<file path="config.mk">
export PLATFORM = sky130hd
export DESIGN_NAME = keypad_entry_ctrl
export DESIGN_NICKNAME = d
export VERILOG_FILES = /design/src/rtl/keypad_pkg.sv /design/src/rtl/keypad_stable_cnt.sv /design/src/rtl/keypad_entry_ctrl.sv
export SDC_FILE = /design/constraint.sdc
export NUM_CORES = 1
export LEC_CHECK = 0
export CAP_MARGIN = 20
export CORE_MARGIN = 5
export CORE_UTILIZATION = 56
export DETAILED_ROUTE_END_ITERATION = 10
export PLACE_DENSITY = 0.88
export SKIP_LAST_GASP = 1
export SLEW_MARGIN = 15
export SYNTH_ARGS = -nofsm -noshare
export SYNTH_HDL_FRONTEND = slang
export SYNTH_SLANG_ARGS = --single-unit
</file>
<file path="constraint.sdc">
create_clock -name clk -period 3.5 [get_ports clk]
set_input_delay 0.7 -clock clk [delete_from_list [all_inputs] [get_ports clk]]
set_output_delay 0.7 -clock clk [all_outputs]
set_load 0.05 [all_outputs]
</file>
<file path="src/rtl/keypad_pkg.sv">
// keypad_pkg: key map, sequencer states and key classification helper
package keypad_pkg;
  localparam logic [3:0] KEY_CLR = 4'hA;
  localparam logic [3:0] KEY_BS  = 4'hB;
  localparam logic [3:0] KEY_ENT = 4'hF;
  typedef enum logic [1:0] {IDLE, DEBOUNCE, APPLY, RELEASE} state_t;
  function automatic logic is_digit(input logic [3:0] code);
    return code < 4'hA;
  endfunction
endpackage

</file>
<file path="src/rtl/keypad_stable_cnt.sv">
// keypad_stable_cnt: saturating stable-sample counter, clr has priority over inc
module keypad_stable_cnt #(
  parameter int W = 5
) (
  input  logic         clk,
  input  logic         rst,
  input  logic         clr,
  input  logic         inc,
  output logic [W-1:0] cnt
);
  always_ff @(posedge clk or negedge rst)
    if (!rst) cnt <= '0;
    else cnt <= clr ? '0 : (inc && cnt != '1) ? cnt + W'(1) : cnt;
endmodule

</file>
<file path="src/rtl/keypad_entry_ctrl.sv">
// keypad_entry_ctrl: debounced keypad sequencer, BCD entry buffer and valid/ready commit
module keypad_entry_ctrl
  import keypad_pkg::*;
#(
  parameter int N_DIGITS     = 4,
  parameter int DEBOUNCE_CYC = 16
) (
  input  logic                           clk,
  input  logic                           rst,
  input  logic [3:0]                     key_code,
  input  logic                           key_pressed,
  output logic [4*N_DIGITS-1:0]          buf_digits,
  output logic [$clog2(N_DIGITS+1)-1:0]  digit_cnt,
  output logic                           key_event,
  output logic [4*N_DIGITS-1:0]          entry_value,
  output logic                           entry_valid,
  input  logic                           entry_ready
);
  localparam int BW = 4*N_DIGITS;
  localparam int CW = $clog2(N_DIGITS+1);
  localparam int DW = $clog2(DEBOUNCE_CYC+1);
  state_t state;
  logic [3:0] code_q;
  logic [DW-1:0] db_cnt, rel_cnt;
  logic match, db_done, rel_done;
  assign match    = key_pressed && key_code == code_q;
  assign db_done  = db_cnt == DW'(DEBOUNCE_CYC-1);
  assign rel_done = rel_cnt == DW'(DEBOUNCE_CYC-1);
  keypad_stable_cnt #(.W(DW)) u_press (
    .clk(clk), .rst(rst), .clr(state != DEBOUNCE), .inc(match), .cnt(db_cnt)
  );
  // release qualification restarts on any pressed sample
  keypad_stable_cnt #(.W(DW)) u_release (
    .clk(clk), .rst(rst), .clr(state != RELEASE || key_pressed), .inc(1'b1), .cnt(rel_cnt)
  );
  always_ff @(posedge clk or negedge rst)
    if (!rst) begin
      state       <= IDLE;
      code_q      <= '0;
      buf_digits  <= '0;
      digit_cnt   <= '0;
      key_event   <= 1'b0;
      entry_value <= '0;
      entry_valid <= 1'b0;
    end else begin
      key_event <= 1'b0;
      if (entry_valid && entry_ready) entry_valid <= 1'b0;
      case (state)
        IDLE: if (key_pressed) begin
          code_q <= key_code;
          state  <= DEBOUNCE;
        end
        DEBOUNCE: state <= !match ? IDLE : db_done ? APPLY : DEBOUNCE;
        APPLY: begin
          key_event <= 1'b1;
          state     <= RELEASE;
          if (is_digit(code_q)) begin
            if (digit_cnt != CW'(N_DIGITS)) begin
              buf_digits <= (buf_digits << 4) | BW'(code_q);
              digit_cnt  <= digit_cnt + CW'(1);
            end
          end else if (code_q == KEY_CLR) begin
            buf_digits <= '0;
            digit_cnt  <= '0;
          end else if (code_q == KEY_BS) begin
            if (digit_cnt != '0) begin
              buf_digits <= buf_digits >> 4;
              digit_cnt  <= digit_cnt - CW'(1);
            end
          end else if (code_q == KEY_ENT) begin
            // a commit while the consumer is accepting reloads valid back-to-back
            if (digit_cnt != '0 && (!entry_valid || entry_ready)) begin
              entry_value <= buf_digits;
              entry_valid <= 1'b1;
              buf_digits  <= '0;
              digit_cnt   <= '0;
            end
          end
        end
        RELEASE: if (!key_pressed && rel_done) state <= IDLE;
        default: state <= IDLE;
      endcase
    end
endmodule

</file>
Word-level counts from Yosys, hierarchy flattened
Index checks and enable logic that the tools add are counted.

word-level totals
  flip-flop bits (word level) = 53
  output and inout port bits = 37
  logic and storage cells = 86

operators by class
  add/sub/neg operators = 4
  $lt $le $gt $ge = 1
  equality and inequality tests = 18
  multiplexer cells = 31
  bitwise logic cells = 4
  reductions and logical operators = 19

operators by type and width
  kind                                                                     number
  16-bit 2-to-1 mux                                                        7
  3-bit 2-to-1 mux                                                         7
  5-bit 2-to-1 mux                                                         4
  16-bit by 4-bit OR with 16-bit output                                    1
  4-bit == test, second input constant                                     3
  5-bit by 1-bit adder with 5-bit output, second input constant            2
  5-bit by 4-bit == test with 1-bit output, second input constant          2
  5-bit inequality test, second input constant                             2
  1-bit 2-to-1 mux                                                         8
  2-bit 2-to-1 mux                                                         4
  2-bit one-hot mux with 4 select lines                                    1
  4-bit nonzero test                                                       2
  2-bit inequality test, second input constant                             3
  6-bit AND reduction                                                      1
  1-bit logical AND                                                        5
  5-bit AND reduction                                                      1
  2-bit == test, second input constant                                     2
  4-bit == test                                                            1
  4-bit < comparator, second input constant                                1
  2-bit by 1-bit inequality test with 1-bit output, second input constant  2
  4-bit by 3-bit inequality test with 1-bit output, second input constant  1
  2-bit AND reduction                                                      2
  2-bit nonzero test                                                       2
  3-bit by 1-bit adder with 3-bit output, second input constant            1
  other kinds (8)                                                          12

Longest topological paths before layout
Gate-level depths: netlist of the first run.

  word-level depth = 9
  gate-level depth with buffers = 8
  depth with buffers taken out = 6

Modules after synthesis
From an unflattened synthesis of the first run, not the netlist that was laid out.

unflattened totals
  cells, all modules = 214
  area total of the unflattened synthesis = 2590.0 µm²

by module, submodules not included
  module             times used  cells an instance  area an instance (µm²)
  keypad_entry_ctrl  1           168                2092.0
  keypad_stable_cnt  2           23                 249.0

Worst setup path before layout of the first run
No wires, ideal clock.

  path type = register to register
  from = reg digit_cnt[0]
  to = reg buf_digits[10]
  library setup time = 125 ps
  arrival = 2201 ps
  data required time = 3375 ps
  setup slack = 1174 ps
  stages on the path, launching flop included = 8
  buffers on the path = 1
  clock period less this slack = 2326 ps
  path through = dfrtp_1 > inv_1 > ha_1 > nand2b_1 > o31ai_2 > a311oi_4 > buf_8 > mux2_4

between the ends
  cells in the longest elaborated chain, start to end = 4

RTL lines
  what                             RTL line                                          source
  from (decl)                      keypad_entry_ctrl.sv:13                           output logic [$clog2(N_DIGITS+1)-1:0] digit_cnt,
  from (signal assigned)           keypad_entry_ctrl.sv:60                           digit_cnt <= digit_cnt + CW'(1);
  from (signal assigned)           keypad_entry_ctrl.sv:68                           digit_cnt <= digit_cnt - CW'(1);
  3-bit nonzero test               keypad_entry_ctrl.sv:66, keypad_entry_ctrl.sv:72
  1-bit logical AND                keypad_entry_ctrl.sv:72                           if (digit_cnt != '0 && (!entry_valid || entry_ready)) begin
  4-bit nonzero test (no line)     --
  5-bit AND reduction (no line) *  --
  to (signal assigned)             keypad_entry_ctrl.sv:59                           buf_digits <= (buf_digits << 4) | BW'(code_q);
  to (signal assigned)             keypad_entry_ctrl.sv:67                           buf_digits <= buf_digits >> 4;
  to (decl)                        keypad_entry_ctrl.sv:12                           output logic [4*N_DIGITS-1:0] buf_digits,

Mark *: on every way between the ends. The rest lies on a longest branch, timed or not.
A chain may end at the register's enable or synchronous reset.

Final worst setup path of the first run
  from = reg buf_digits[4]
  to = out buf_digits[4]

No word-level cell between the ends.

==> impl_metrics.toml, run 1 <==
[synth]
async_flop_share = 1.00
syn-num-nets = 239
synth-simple-area-share = 0.110
synthCells = 222
syn_area_sq_um = 2600
synth_xor_area_frac = 0.0236
synth_compound_gate_area_share = 0.108
yosys_warnings = 0
synth-edff-count = 0
seq_area_frac_synth = 0.511
synth_top_family_by_area = "multiplexers"
avgSynthCellArea_sq_um = 11.7
ys_ff_latch = 53
synth_fa_ha_area_frac = 0.0434
netlist-cell-type-count = 45
synth_top_flop_cell = "dfrtp_1"
synthMuxAreaShare = 0.159

[grt]
gr-usage-met3 = 0.0435
gr-usage-all-layers = 0.177
antenna_found_initial = 0
grt.busiest_layer = "met2"
met2_usage = 0.282
grt_max_degree = 33
gr-usage-met1 = 0.236
grt_pass1_vias = 1860
grt_overflow_total = 0
grt_pass1_wl_microns = 8840

[route]
wl_per_cell_microns = 15.6
drt_wl_total_microns = 4970
via_per_inst = 5.65
drc = 0
final_antenna_net_count = 0
firstDrtPassIters = 4
vias = 1797
drt-initial-drc-count = 106

[sta]
slew_viol_final = 0
fin_skew_ns = 0.00864
relSlewSlack = 0.547
period_needed_ns = 2.31
max_freq_mhz = 433
setup_violations = 0
period_share = 0.660
rsz0062_at_grt = "no"
hold_violations = 0
worst_pin_slew_ns = 0.680
finalSetupTns_ns = 0

[layout]
n_fill_cell = 323
area_growth_pct = 21.1
antenna_cells = 0
drive_above_1_share = 0.169
final_common_cell = "dfrtp_1"
nets = 283
layout_common_cells = "dfrtp_1, clkdlybuf4s50_1, mux2_2"

[clocking]
cts-resized-gates = 0
cts_root_buf = "clkbuf_8"
clock_latency_ns = 0.31
clk_pin_slew_ns = 0.09
cts_max_level = 2
cts_tree = "yes"
hold_buffers = 0
clockBufferDepth = 2
cts_num_sinks = 53
cts_setup_buffers = 0
cts_buffers = 5

[critical_path]
cp-start-kind = "flip-flop"
worst_r2r_endpoint = "u_press.cnt[2]$_DFFE_PN0P_"
cp_max_fo = 5
cp_data_arrival_time_ns = 1.61
reg2reg_slack_ns = 1.49
cp.required_ns = 2.80
crit_slowest_cell = "clkdlybuf4s50_1"
critical-path-top-delay-family = "buffers and inverters"
critPathMaxStageDelay_ns = 0.85
cp.depth = 1
cp-end-kind = "output pin"
path_cells = "clkdlybuf4s50_1"
crit_buf_inv = 1
crit_type = "flip-flop to output pin"
critPathCapture = "buf_digits[4]"
reg2reg_depth = 6
timing.rr.start = "u_press.cnt[0]$_DFFE_PN0P_"
crit_path_start = "buf_digits[4]$_DFFE_PN0P_"

[worst_hold_path]
min_path_type = "input pin to asynchronous set/reset pin"

[pwr]
p_leak_nw = 1.47
power_mw = 1.34
power-per-cell-area_nw_per_um2 = 425
vdd_drop_max_v = 0.000252

[placed_design]
portBuffers = 44
dp_hpwl_microns = 3540
gp_congestion = 0.824

[die]
dieWidth_microns = 78.1
fp.coreArea_sq_um = 4410
rows = 24
start_util = 0.588
die_y_microns = 78.1
die_area_sq_um = 6100
io_pins = 45

[run_status]
outcome = "complete, no violations"

[run]
maxCapViolCount = 0
-- kinds of logic after synthesis --
kind of cell,count (synthesis)
and+or+nand+nor,53
DFF,53
AOI/OAI and AO/OA,39
muxes,37
buffers and inverters,24
adders and majority gates,9
xor gates and xnor gates,7
-- per-stage QoR --
stage | setup WS [ns] | utilization | instance area (sq um) | std cells | hold WS, ns
global route | 1.11 | 0.713 | 3150 | 318 | 0.384
finish | 1.19 | 0.713 | 3150 | 318 | 0.341
CTS | 1.18 | 0.713 | 3150 | 318 | 0.355
global placement | 0.999 | 0.692 | 3060 | 311 | 0.488
floorplan | 1.17 | - | 2600 | 222 | 0.404
detailed placement | 0.981 | 0.692 | 3060 | 311 | 0.496
-- state kept, by name (all words and copies together) (netlist names), named ones only --
name           flops
buf_digits        16
code_q             4
digit_cnt          3
entry_valid        1
entry_value       16
key_event          1
state              1
u_press.cnt        5
u_release.cnt      5
-- metal layers --
layer / routed length (microns) / vias to the layer above
li1: - / 867
met1: 2200 / 890
met2: 2500 / 30
met3: 172 / 10
met4: 95 / 0
met5: 0 / -
-- cell type report --
type | instances | area (sq um) | share of cell area
tap | 52 | 65.1 | 0.0207
clock buffer | 6 | 82.6 | 0.0263
sequential | 53 | 1330 | 0.422
clock inverter | 1 | 7.51 | 0.00239
inverter | 14 | 52.6 | 0.0167
multi-input combinational | 145 | 1150 | 0.367
timing repair buffer | 47 | 458 | 0.146
-- where the power goes --
part	internal, mW	switching (mW)	total, mW
Clock	0.157	0.194	0.350
Sequential	0.644	0.0675	0.711
Combinational	0.101	0.173	0.274
Total	0.902	0.434	1.34
-- cell usage after synthesis, types with 2 or more instances --
master	n	share of area
mux2_4	2	0.012
ha_1	9	0.043
nand4b_1	2	0.0067
mux2i_1	9	0.035
nor2_1	9	0.013
buf_2	2	0.0039
mux2_2	26	0.11
xor2_1	2	0.0067
a31oi_1	2	0.0048
xnor2_1	5	0.017
and3_1	6	0.014
clkbuf_1	3	0.0043
nand2b_1	5	0.012
a21oi_1	10	0.019
dfrtp_1	53	0.51
a22o_1	8	0.027
nand3_1	6	0.012
clkbuf_2	2	0.0039
o21ai_0	10	0.019
nor2b_1	2	0.0048
inv_1	13	0.019
nand2_1	13	0.019
-- how the worst min path moves through the flow --
stage	startpoint	slack [ns]	depth (start not counted)	endpoint
2_1_floorplan	rst	0.40	0	asynchronous set/reset pin
3_3_place_gp	entry_value[15]$_DFFE_PN0P_	0.49	1	entry_value[15]$_DFFE_PN0P_
3_5_place_dp	entry_value[12]$_DFFE_PN0P_	0.50	1	entry_value[12]$_DFFE_PN0P_
4_1_cts	rst	0.36	1	u_release.cnt[0]$_DFFE_PN0P_
5_1_grt	rst	0.38	1	u_release.cnt[0]$_DFFE_PN0P_
6_report	rst	0.34	1	code_q[2]$_DFFE_PN0P_
Note: power is estimated with default switching activity, not from simulation.
==> run 2, diff against run 1 <==
Settings changed: CORE_UTILIZATION 56 to 52, PLACE_DENSITY 0.88 to 0.83.
Clock period 3.5 ns to 2.15 ns, I/O delays scaled along.
==> impl_metrics.toml, run 2 (synthesis results as in run 1) <==
[run_status]
outcome = "complete, no violations"

[layout]
layout_common_cells = "dfrtp_1, clkdlybuf4s50_1, mux2_2"
nets = 290
area_growth_pct = 24.7
n_fill_cell = 376
fin_area_sq_um = 3240
final_common_cell = "dfrtp_1"
drive_above_1_share = 0.208
antenna_cells = 0
reg.largest.list = "buf_digits: 16 flops, entry_value: 16 flops"

[run]
maxCapViolCount = 0

[sta]
worst_pin_slew_ns = 0.528
hold_violations = 0
rsz0062_at_grt = "no"
period_share = 0.954
finalSetupTns_ns = 0
fin_skew_ns = 0.00983
relSlewSlack = 0.647
slew_viol_final = 0
max_freq_mhz = 488
period_needed_ns = 2.05
setup_violations = 0

[critical_path]
crit_buf_inv = 1
reg2reg_slack_ns = 0.19
critPathMaxStageDelay_ns = 0.85
cp-start-kind = "flip-flop"
path_cells = "clkdlybuf4s50_1"
cp.required_ns = 1.72
crit_path_start = "buf_digits[4]$_DFFE_PN0P_"
cp_max_fo = 5
cp.depth = 1
crit_slowest_cell = "clkdlybuf4s50_1"
cp_data_arrival_time_ns = 1.62
critical-path-top-delay-family = "buffers and inverters"
reg2reg_depth = 6
timing.rr.start = "u_press.cnt[0]$_DFFE_PN0P_"
worst_r2r_endpoint = "u_press.cnt[3]$_DFFE_PN0P_"
critPathCapture = "buf_digits[4]"
cp-end-kind = "output pin"
crit_type = "flip-flop to output pin"

[die]
rows = 25
start_util = 0.543
fp.coreArea_sq_um = 4790
die_area_sq_um = 6510
io_pins = 45
die_y_microns = 80.7
dieWidth_microns = 80.7

[grt]
grt_pass1_vias = 1871
antenna_found_initial = 0
grt_max_degree = 35
grt_pass1_wl_microns = 9170
grt_overflow_total = 0
gr-usage-all-layers = 0.184

[worst_hold_path]
min_path_type = "input pin to asynchronous set/reset pin"

[clocking]
cts_root_buf = "clkbuf_8"
cts_num_sinks = 53
cts_tree = "yes"
cts-resized-gates = 0
hold_buffers = 0
clock_latency_ns = 0.30
cts_max_level = 2
cts_buffers = 5
clockBufferDepth = 2
clk_pin_slew_ns = 0.09
cts_setup_buffers = 0

[route]
wl_per_cell_microns = 15.5
drc = 0
final_antenna_net_count = 0
firstDrtPassIters = 4
via_per_inst = 5.44
drt-initial-drc-count = 39
vias = 1854
drt_wl_total_microns = 5280

[placed_design]
gp_congestion = 0.807
dp_hpwl_microns = 3720
placed_cell_area_sq_um = 3160
portBuffers = 44

[pwr]
p_leak_nw = 1.50
power-per-cell-area_nw_per_um2 = 678
vdd_drop_max_v = 0.000489
run 2: cell types whose count changed in the layout (fill, tap and decap cells not counted), sizes merged:
cell | previous run | this run
clkinvlp | 1 | 0
clkinv | 0 | 2
buf | 4 | 11
run 2: area by class of cell:
cell class | instances | area [sq um] | area share
Tap cell | 67 | 83.8 | 0.0259
Inverter | 14 | 52.6 | 0.0162
Clock inverter | 2 | 10.0 | 0.00309
Sequential cell | 53 | 1330 | 0.410
Multi-Input combinational cell | 145 | 1160 | 0.357
Clock buffer | 6 | 72.6 | 0.0224
Timing Repair Buffer | 54 | 536 | 0.165
run 2: worst min path at each step:
| stage | endpoint | depth (start not counted) | startpoint |
|---|---|---|---|
| 5_1_grt | entry_value[15]$_DFFE_PN0P_ | 1 | rst |
| 6_report | entry_value[15]$_DFFE_PN0P_ | 1 | rst |
| 2_1_floorplan | asynchronous set/reset pin | 0 | rst |
| 4_1_cts | entry_value[15]$_DFFE_PN0P_ | 1 | rst |
| 3_5_place_dp | entry_value[0]$_DFFE_PN0P_ | 1 | rst |
| 3_3_place_gp | entry_value[3]$_DFFE_PN0P_ | 1 | rst |
run 2: report_power, final:
group / internal [mW] / switching (mW) / total, mW
logic: 0.203 / 0.293 / 0.496
clock network: 0.226 / 0.308 / 0.535
registers: 1.05 / 0.118 / 1.17
total: 1.48 / 0.719 / 2.20
run 2: per-layer routing:
| layer | routed length (microns) | up-vias | global-route usage |
|---|---|---|---|
| li1 | - | 882 | - |
| met1 | 2370 | 906 | 0.247 |
| met2 | 2550 | 53 | 0.281 |
| met3 | 212 | 13 | 0.0437 |
| met4 | 155 | 0 | 0.0828 |
| met5 | 0 | - | 0 |
run 2: stage by stage:
| stage | utilization | hold WS [ns] | power, mW | std cells | worst slack [ns] |
|---|---|---|---|---|---|
| after floorplan | - | 0.134 | 1.54 | 222 | 0.0161 |
| after global placement | 0.660 | 0.407 | 1.66 | 333 | 0.0386 |
| after detailed placement | 0.660 | 0.408 | 1.67 | 333 | 0.0238 |
| after CTS | 0.677 | 0.0690 | 2.21 | 341 | 0.0960 |
| after global routing | 0.677 | 0.0853 | 2.34 | 341 | 0.0542 |
| final | 0.677 | 0.0624 | 2.20 | 341 | 0.0988 |
==> run 3, diff against run 2 <==
Settings changed: ABC_AREA set to 1, CORE_UTILIZATION 52 to 53, CTS_CLUSTER_DIAMETER set to 30, GPL_ROUTABILITY_DRIVEN set to 0, PLACE_DENSITY 0.83 to 0.84.
==> impl_metrics.toml, run 3 <==
[run_status]
outcome = "complete, no violations"

[clocking]
cts_max_level = 2
clk_pin_slew_ns = 0.09
cts_root_buf = "clkbuf_8"
clock_latency_ns = 0.31
hold_buffers = 0
cts_buffers = 5
cts-resized-gates = 0
cts_setup_buffers = 0
cts_num_sinks = 53
cts_tree = "yes"
clockBufferDepth = 2

[sta]
rsz0062_at_grt = "no"
max_freq_mhz = 486
whs_ns = 0.0986
period_needed_ns = 2.06
finalSetupTns_ns = 0
worst_pin_slew_ns = 0.515
setup_violations = 0
relSlewSlack = 0.655
fin_skew_ns = 0.00668
hold_violations = 0
slew_viol_final = 0
period_share = 0.956

[synth]
synth-simple-area-share = 0.259
netlist-cell-type-count = 30
syn_area_sq_um = 2670
synth_top_flop_cell = "dfrtp_1"
synthTopCellsByCount = "nand2_1, dfrtp_1, inv_1"
async_flop_share = 1.00
synth_top_family_by_area = "simple AND/OR/NAND/NOR gates"
synthMuxAreaShare = 0
yosysMostFrequentCell = "nand2_1"
ys_ff_latch = 53
synth.area.top_cells = "dfrtp_1, nand2_1, inv_1"
yosys_warnings = 0
synth_fa_ha_area_frac = 0.0422
synth_xor_area_frac = 0.0131
avgSynthCellArea_sq_um = 8.19
syn-num-nets = 343
netlist.area_leader.share = 0.497
synth_area_leader_cell = "dfrtp_1"
synthCells = 326
synth-edff-count = 0
seq_area_frac_synth = 0.497
synth_compound_gate_area_share = 0.0938

[critical_path]
cp-end-kind = "output pin"
cp-start-kind = "flip-flop"
crit_type = "flip-flop to output pin"
cp.required_ns = 1.72
cp_max_fo = 6
reg2reg_slack_ns = 0.41
crit_slowest_cell = "clkdlybuf4s50_1"
timing.rr.start = "digit_cnt[0]$_DFFE_PN0P_"
reg2reg_depth = 8
worst_r2r_endpoint = "buf_digits[1]$_DFFE_PN0P_"
crit_buf_inv = 1
path_cells = "clkdlybuf4s50_1"
critical-path-top-delay-family = "buffers and inverters"
critPathMaxStageDelay_ns = 0.85
cp_data_arrival_time_ns = 1.63

[pwr]
power_switching_mw = 1.89
p_int_mw = 2.05
clkPwrFrac = 0.140
power-per-cell-area_nw_per_um2 = 1210
p_leak_nw = 1.60
power_frac_comb = 0.488
p_sw_frac = 0.480
vdd_drop_max_v = 0.000741
p_seq_frac = 0.372

[layout]
fin_cells = 438
reg.largest.list = "buf_digits: 16 flops, entry_value: 16 flops"
antenna_cells = 0
area_growth_pct = 21.7
final_common_cell = "nand2_1"
drive_above_1_share = 0.0701
layout_common_cells = "nand2_1, dfrtp_1, inv_1, clkdlybuf4s50_1, nand3_1"
nets = 387

[grt]
gr-usage-all-layers = 0.185
grt_pass1_vias = 2035
grt_max_degree = 54
grt_overflow_total = 0
antenna_found_initial = 0
grt_pass1_wl_microns = 9520

[route]
drt_wl_total_microns = 5570
drc = 0
drt-initial-drc-count = 209
via_per_inst = 5.17
firstDrtPassIters = 5
vias = 2264
final_antenna_net_count = 0
wl_per_cell_microns = 12.7

[die]
dieWidth_microns = 81.0
start_util = 0.554
rows = 25
fp.coreArea_sq_um = 4820
die_area_sq_um = 6550
io_pins = 45
die_y_microns = 81.0

[placed_design]
portBuffers = 44
dp_hpwl_microns = 4040
placed_cells = 430

[worst_hold_path]
min_path_type = "input pin to asynchronous set/reset pin"

[run]
maxCapViolCount = 0
-- run 3: cell families after synthesis --
kind of cell / count (synthesis)
flops: 53
simple gates: 157
xor+xnor: 4
buf+inv: 59
compound gates: 44
fa+ha+maj: 9
-- run 3: metrics by stage --
stage | setup slack [ns] | cell area, sq um | utilization | total power [mW]
after floorplan | 0.333 | 2670 | - | 2.83
after global placement | 0.307 | 3160 | 0.656 | 3.35
after detailed placement | 0.267 | 3160 | 0.656 | 3.40
after CTS | 0.0713 | 3250 | 0.674 | 3.95
after global routing | 0.0280 | 3250 | 0.674 | 4.18
final | 0.0944 | 3250 | 0.674 | 3.94
-- run 3: power groups by stage --
stage | clock network [mW] | registers, mW | logic [mW]
floorplan | 0 | 1.99 | 0.845
global placement | 0 | 1.48 | 1.88
detailed placement | 0 | 1.48 | 1.92
CTS | 0.561 | 1.46 | 1.92
global route | 0.608 | 1.50 | 2.08
finish | 0.551 | 1.47 | 1.92
-- run 3: per-layer routing --
layer  vias up  GRT usage  routed length, microns
met5         -          0                       0
li1       1140          -                       -
met1      1023      0.269                    2550
met3        10     0.0355                     462
met2        91      0.286                    2500
met4         0     0.0456                      59
-- run 3: worst max-delay path by stage --
| stage | startpoint | slack [ns] | cells past startpoint | to |
|---|---|---|---|---|
| 2_1_floorplan | digit_cnt[0]$_DFFE_PN0P_ | 0.33 | 9 | buf_digits[10]$_DFFE_PN0P_ |
| 3_3_place_gp | entry_ready | 0.31 | 8 | buf_digits[9]$_DFFE_PN0P_ |
| 3_5_place_dp | entry_ready | 0.27 | 8 | buf_digits[1]$_DFFE_PN0P_ |
| 4_1_cts | digit_cnt[2]$_DFFE_PN0P_ | 0.07 | 1 | digit_cnt[2] |
| 5_1_grt | digit_cnt[2]$_DFFE_PN0P_ | 0.03 | 1 | digit_cnt[2] |
| 6_report | digit_cnt[2]$_DFFE_PN0P_ | 0.09 | 1 | digit_cnt[2] |
-- run 3: final cells by class --
class,count,area [sq um]
Timing Repair Buffer,49,485
Inverter,47,176
Fill cell,410,1570
Sequential cell,53,1330
Clock buffer,5,68.8
Multi-Input combinational cell,214,1090
Clock inverter,3,17.5
Tap cell,67,83.8
